$ cat config.mk
export PLATFORM = sky130hd
export DESIGN_NAME = interrupt_arbiter
export DESIGN_NICKNAME = d
export VERILOG_FILES = /design/src/rtl/laji_intr_pkg.sv /design/src/rtl/intr_edge_sync.sv /design/src/rtl/interrupt_arbiter.sv
export SDC_FILE = /design/constraint.sdc
export NUM_CORES = 1
export LEC_CHECK = 0
export CORE_UTILIZATION = 49
export CTS_CLUSTER_SIZE = 14
export DETAILED_ROUTE_END_ITERATION = 6
export GPL_ROUTABILITY_DRIVEN = 0
export GPL_TIMING_DRIVEN = 1
export PLACE_DENSITY_LB_ADDON = 0.12
export SETUP_SLACK_MARGIN = 0.05
export SYNTH_ARGS = -nofsm -noshare
export SYNTH_HDL_FRONTEND = slang
export SYNTH_HIERARCHICAL = 1
export SYNTH_SLANG_ARGS = --single-unit
$ cat constraint.sdc
create_clock -name clk -period 3.1 [get_ports clk]
set_clock_uncertainty 0.2 [all_clocks]
set_input_delay 0.31 -clock clk [delete_from_list [all_inputs] [get_ports clk]]
set_output_delay 0.31 -clock clk [all_outputs]
set_load 0.02 [all_outputs]
$ cat src/rtl/laji_intr_pkg.sv
// Shared types and helpers for the interrupt arbiter.
// Latency: n/a (package only).
// Backpressure: n/a.
package laji_intr_pkg;

  // Arbiter handshake state: no request outstanding, or request offered to core
  typedef enum logic {
    IDLE = 1'b0,
    REQ  = 1'b1
  } arb_state_e;

  // Default handler layout: source 0 at 0x80, one 32-byte slot per source
  localparam logic [31:0] VEC_BASE_DEF   = 32'h0000_0080;
  localparam logic [31:0] VEC_STRIDE_DEF = 32'h0000_0020;

  // Index of the lowest set bit; 0 when no bit is set
  function automatic int unsigned lsb_index(input logic [31:0] v);
    lsb_index = 0;
    for (int i = 31; i >= 0; i--) begin
      if (v[i]) lsb_index = i;
    end
  endfunction

endpackage

$ cat src/rtl/intr_edge_sync.sv
// Two-flop synchroniser for one raw interrupt line plus a rising-edge pulse.
// Latency: rise asserts after the second edge that samples d high; one cycle wide.
// Backpressure: none; free-running in the core clock domain.
module intr_edge_sync (
  input  logic clk,
  input  logic rst,
  input  logic d,
  output logic rise
);

  logic s1_q, s2_q, s3_q;

  // Synchronise the asynchronous level, then keep a delayed copy for edge detect
  always_ff @(posedge clk) begin
    if (rst) begin
      s1_q <= 1'b0;
      s2_q <= 1'b0;
      s3_q <= 1'b0;
    end else begin
      s1_q <= d;
      s2_q <= s1_q;
      s3_q <= s2_q;
    end
  end

  assign rise = s2_q & ~s3_q;

endmodule

$ cat src/rtl/interrupt_arbiter.sv
// Priority interrupt arbiter: edge-latched pending, mask, in-service tracking, req/ack to core.
// Latency: raw line stable before edge k -> pending at k+2 -> irq at k+3 earliest; all outputs registered.
// Backpressure: one request outstanding until irq_ack; en low freezes FSM/in-service/counter.
// Optional feature: define INTR_NESTING_EN to let a strictly higher-priority source preempt a handler.
module interrupt_arbiter
  import laji_intr_pkg::*;
#(
  parameter int          NumSrc    = 3,
  parameter logic [31:0] VecBase   = VEC_BASE_DEF,
  parameter logic [31:0] VecStride = VEC_STRIDE_DEF,
  localparam int         IdBit     = (NumSrc > 1) ? $clog2(NumSrc) : 1
) (
  input  logic              clk,
  input  logic              rst,
  input  logic              en,
  input  logic [NumSrc-1:0] int_raw,
  input  logic              mask_we,
  input  logic [NumSrc-1:0] mask_wdata,
  input  logic              irq_ack,
  input  logic              eret,
  output logic              irq,
  output logic [IdBit-1:0]  irq_id,
  output logic [31:0]       irq_vec,
  output logic [NumSrc-1:0] pending,
  output logic [NumSrc-1:0] in_service,
  output logic [31:0]       svc_cnt,
  output logic              eret_err
);

  localparam logic [NumSrc-1:0] ONE = NumSrc'(1);

  arb_state_e        state_q;
  logic              irq_q;
  logic [IdBit-1:0]  irq_id_q;
  logic [31:0]       irq_vec_q;
  logic [31:0]       svc_cnt_q;
  logic [NumSrc-1:0] pending_q, pending_d;
  logic [NumSrc-1:0] mask_q;
  logic [NumSrc-1:0] in_service_q, in_service_d;
  logic              eret_err_q, eret_err_d;

  logic [NumSrc-1:0] rise;
  logic [NumSrc-1:0] is_low;
  logic [NumSrc-1:0] prio_ok;
  logic [NumSrc-1:0] eligible;
  logic [31:0]       elig_ext;
  logic [IdBit-1:0]  win_id;
  logic [31:0]       win_vec;
  logic              ack_fire;
  logic [NumSrc-1:0] ack_vec;

  for (genvar g = 0; g < NumSrc; g++) begin : g_sync
    intr_edge_sync u_sync (
      .clk  (clk),
      .rst  (rst),
      .d    (int_raw[g]),
      .rise (rise[g])
    );
  end

  // Eligibility: pending, unmasked, and allowed by the active handler set
  always_comb begin
    is_low = in_service_q & (~in_service_q + ONE);
`ifdef INTR_NESTING_EN
    // Bits strictly below the most recently nested handler; all ones when idle
    prio_ok = is_low - ONE;
`else
    prio_ok = (in_service_q == '0) ? '1 : '0;
`endif
    eligible = pending_q & mask_q & prio_ok;
    elig_ext = '0;
    elig_ext[NumSrc-1:0] = eligible;
    win_id  = IdBit'(lsb_index(elig_ext));
    win_vec = VecBase + VecStride * 32'(win_id);
  end

  // Ack effects and in-service/error next state; eret acts on the old set before the ack bit lands
  always_comb begin
    ack_fire     = en && irq_ack && (state_q == REQ);
    ack_vec      = ack_fire ? (ONE << irq_id_q) : '0;
    pending_d    = (pending_q & ~ack_vec) | rise;
    in_service_d = in_service_q;
    eret_err_d   = eret_err_q;
    if (en && eret) begin
      if (in_service_q == '0) eret_err_d = 1'b1;
      else                    in_service_d = in_service_q & ~is_low;
    end
    in_service_d = in_service_d | ack_vec;
  end

  // Request FSM with registered irq/id/vector and service counter
  always_ff @(posedge clk) begin
    if (rst) begin
      state_q   <= IDLE;
      irq_q     <= 1'b0;
      irq_id_q  <= '0;
      irq_vec_q <= VecBase;
      svc_cnt_q <= '0;
    end else if (en) begin
      case (state_q)
        IDLE: begin
          if (eligible != '0) begin
            state_q   <= REQ;
            irq_q     <= 1'b1;
            irq_id_q  <= win_id;
            irq_vec_q <= win_vec;
          end
        end
        REQ: begin
          if (irq_ack) begin
            state_q   <= IDLE;
            irq_q     <= 1'b0;
            svc_cnt_q <= svc_cnt_q + 32'd1;
          end else if (!mask_q[irq_id_q]) begin
            // Request masked off while offered: withdraw, leave it pending
            state_q <= IDLE;
            irq_q   <= 1'b0;
          end
        end
        default: begin
          state_q <= IDLE;
          irq_q   <= 1'b0;
        end
      endcase
    end
  end

  // Pending capture, mask register and in-service tracking
  always_ff @(posedge clk) begin
    if (rst) begin
      pending_q    <= '0;
      mask_q       <= '1;
      in_service_q <= '0;
      eret_err_q   <= 1'b0;
    end else begin
      pending_q    <= pending_d;
      in_service_q <= in_service_d;
      eret_err_q   <= eret_err_d;
      if (mask_we) mask_q <= mask_wdata;
    end
  end

  assign irq        = irq_q;
  assign irq_id     = irq_id_q;
  assign irq_vec    = irq_vec_q;
  assign pending    = pending_q;
  assign in_service = in_service_q;
  assign svc_cnt    = svc_cnt_q;
  assign eret_err   = eret_err_q;

endmodule

==> summary.md <==
| Metric | Value |
|---|---|
| Port Buf Inserts | `55` |
| Antenna-violating nets left | `0` |
| Die area | `0.005547 sq mm` |
| # IOs | `86` |
| # hold bufs at CTS | `0` |
| Min Tclk post-route | `2.489 ns` |
| Lkg Pwr | `1.064 nW` |
| Initial antenna violation count | `0` |
| Netlist cell types | `38` |
| HP Class | `flop to flop` |
| Power Internal | `0.0009945 W` |
| Mean Syn Cell Area | `8.724 sq um` |
| Fmax | `401.8 MHz` |
| Hold Vio Cnt, Final | `0` |
| Area growth syn-to-layout | `22.12%` |
| Avg WL per Cell | `11.60 microns` |
| Arrival time worst endpoint | `2.53 ns` |
| Mapped Area | `0.002574 sq mm` |
| # rows | `26` |
| Slew headroom | `0.6658` |
| Post-CTS setup repair buffer count | `0` |
| Vias in the first global route | `1788` |
| Synthesis-stage register bit count | `55` |
| Grt ovf | `0` |
| Crit path max fanout | `20` |
| Status | `finished clean` |
| Starting DRT DRC Count | `90` |
| Routed vias | `2120` |
| Tot GR Track Use | `0.1831` |
| Initial DRT Pass Iterations | `4` |
| Combinational power share | `0.081` |
| NetSw | `0.0002969 W` |
| CTS max path bufs | `2` |
| Post-DP HPWL | `3.445 mm` |
| Sequential area share after synthesis | `0.4278` |
| RSZ-0062 raised after global routing | `false` |
| Max-Cap Viols | `0` |
| Clock Latency Late Sink | `0.30 ns` |
| Final max-slew violation count | `0` |
| Post-layout nets | `356` |
| Power Density | `410.9 mW/mm^2` |
| Die W | `74.48 microns` |
| Clock sinks | `55` |
| Final wirelength | `4.790 mm` |
| Fin crit share | `0.8028` |
| Die Y | `74.48 microns` |
| Worst slew pin tran | `0.5013 ns` |
| Ant. Diodes | `0` |
| CTS buffer count | `5` |
| Yosys warning count | `6` |
| Setup TNS | `0 ns` |
| Setup violators final | `0` |
| Clk pwr share | `0.353` |
| Layout cell share with drive strength beyond 1 | `0.04665` |
| Critical path class | `primary input to flop` |
| CP required | `3.14 ns` |
| Switching share of power | `0.2299` |
| Startpoint Class | `primary input` |
| Cell count after synthesis | `295` |
| Number of synthesized flops with an enable pin | `0` |
| Critical Path End Type | `flop` |
| WHS | `0.2448 ns` |
| Via density | `5.133` |
| Initial core utilization | `0.5071` |
| Async S/R FF share, synth | `0` |
| Clock slew at reported path FFs | `0.10 ns` |
| Ys flop type | `dfxtp_1` |
| Largest net degree at the start of global routing | `30` |
| CTS resizes | `0` |
| Reg power frac | `0.566` |
| CTS H-tree lvls | `2` |
| Core Area | `0.005075 sq mm` |
| First-pass GRT wire length | `7.962 mm` |
| CTS tree | `yes` |
| Root buffer cell | `clkbuf_8` |
| Residual DRC | `0` |
| Worst VDD drop | `0.3955 mV` |
==> metrics by stage <==
step | power (W) | cells | worst slack (ns) | util | instance area [sq um]
global route | 0.001344 | 413 | 0.4574 | 0.6193 | 3143
global placement | 0.0008508 | 406 | 0.3523 | 0.5991 | 3040
finish | 0.001291 | 413 | 0.6114 | 0.6193 | 3143
CTS | 0.001301 | 413 | 0.6013 | 0.6193 | 3143
detailed placement | 0.0008515 | 406 | 0.2767 | 0.5991 | 3040
floorplan | 0.0008454 | 323 | 0.8243 | - | 2679
==> metal layers <==
layer / vias to the layer above / GRT usage / routed length, microns
li1: 1094 / - / -
met1: 974 / 0.2462 / 2327
met2: 47 / 0.2963 / 2209
met3: 5 / 0.03252 / 195
met4: 0 / 0.06289 / 57
met5: - / 0 / 0
==> worst max-delay path: stages <==
cell and delay (ns):
clkdlybuf4s50_1 0.58, nand4_2 0.14, or4_1 0.79, or4_1 0.56
a21oi_1 0.15
==> Yosys cell counts (8+ instances only) <==
master	n	area [sq um]
dfxtp_1	55	1101
buf_4	32	240.2
a21oi_1	28	140.1
nor2_1	18	67.56
nand2_1	16	60.06
or4_1	13	97.59
nor2b_1	12	75.07
o21ai_0	11	55.05
o31ai_1	11	82.58
clkbuf_1	10	37.54
nand3_1	10	50.05
or3_1	10	62.56
xnor2_1	9	78.83
nand4_1	8	50.05
==> placed cells by master (no fill, tap or decap), types with 8 or more instances in the layout <==
cell	count
or4_1	13
o31ai_1	11
o21ai_0	11
or3_1	10
nand4_1	8
nand3_1	10
dfxtp_1	55
nor2_1	18
clkdlybuf4s50_1	54
xnor2_1	9
nand2_1	16
conb_1	30
nor2b_1	12
a21oi_1	28
==> registers in the layout (all words and copies together), names as in the netlist <==
| register | flops |
|---|---|
| g_sync.u_sync/s1_q | 3 |
| pending | 3 |
| irq_vec | 2 |
| irq | 1 |
| svc_cnt | 32 |
| g_sync.u_sync/s3_q | 3 |
| state_q | 1 |
| in_service | 3 |
| eret_err | 1 |
| mask_q | 3 |
| g_sync.u_sync/s2_q | 3 |
==> path summary, 6_finish.rpt <==
path | from | to | slack (ns) | depth (start not counted)
worst min-delay path | g_sync[0].u_sync/s1_q | g_sync[0].u_sync/s2_q | 0.24 | 1
worst max-delay path | en | svc_cnt[29] | 0.61 | 5
worst min register to register | g_sync[0].u_sync/s1_q | g_sync[0].u_sync/s2_q | 0.24 | 1
worst max register to register | svc_cnt[4] | svc_cnt[29] | 0.63 | 4
==> power groups by stage <==
| stage | clock network [W] | logic (W) | registers [W] |
|---|---|---|---|
| final | 0.000456 | 0.000105 | 0.000730 |
| after global routing | 0.000495 | 0.000116 | 0.000733 |
| after CTS | 0.000466 | 0.000105 | 0.000730 |
| after detailed placement | 0 | 0.000105 | 0.000746 |
| after global placement | 0 | 0.000104 | 0.000747 |
| after floorplan | 0 | 0.0000953 | 0.000750 |
==> logic make-up (layout without fill, tap and decap cells) <==
kind of cell	count (synthesis)	count (layout)	share of synthesized area
DFF	55	55	0.4278
and+or+nand+nor	115	115	0.2601
AOI/OAI and AO/OA	56	56	0.1269
adders and majority gates	1	1	0.004861
xor gates and xnor gates	11	11	0.03744
muxes	4	4	0.01556
other	2	30	0.002918
buffers and inverters	51	71	0.1245
==> final cells by class <==
cell class	instances	area [sq um]
clock buffers	6	72.57
clock inverters	1	30.03
fillers	476	1932
inverters	5	18.77
multi-input cells	217	1257
flip-flops and latches	55	1101
well taps	70	87.58
repair buffers	59	575.6
Power figures use the tool's default switching activity.
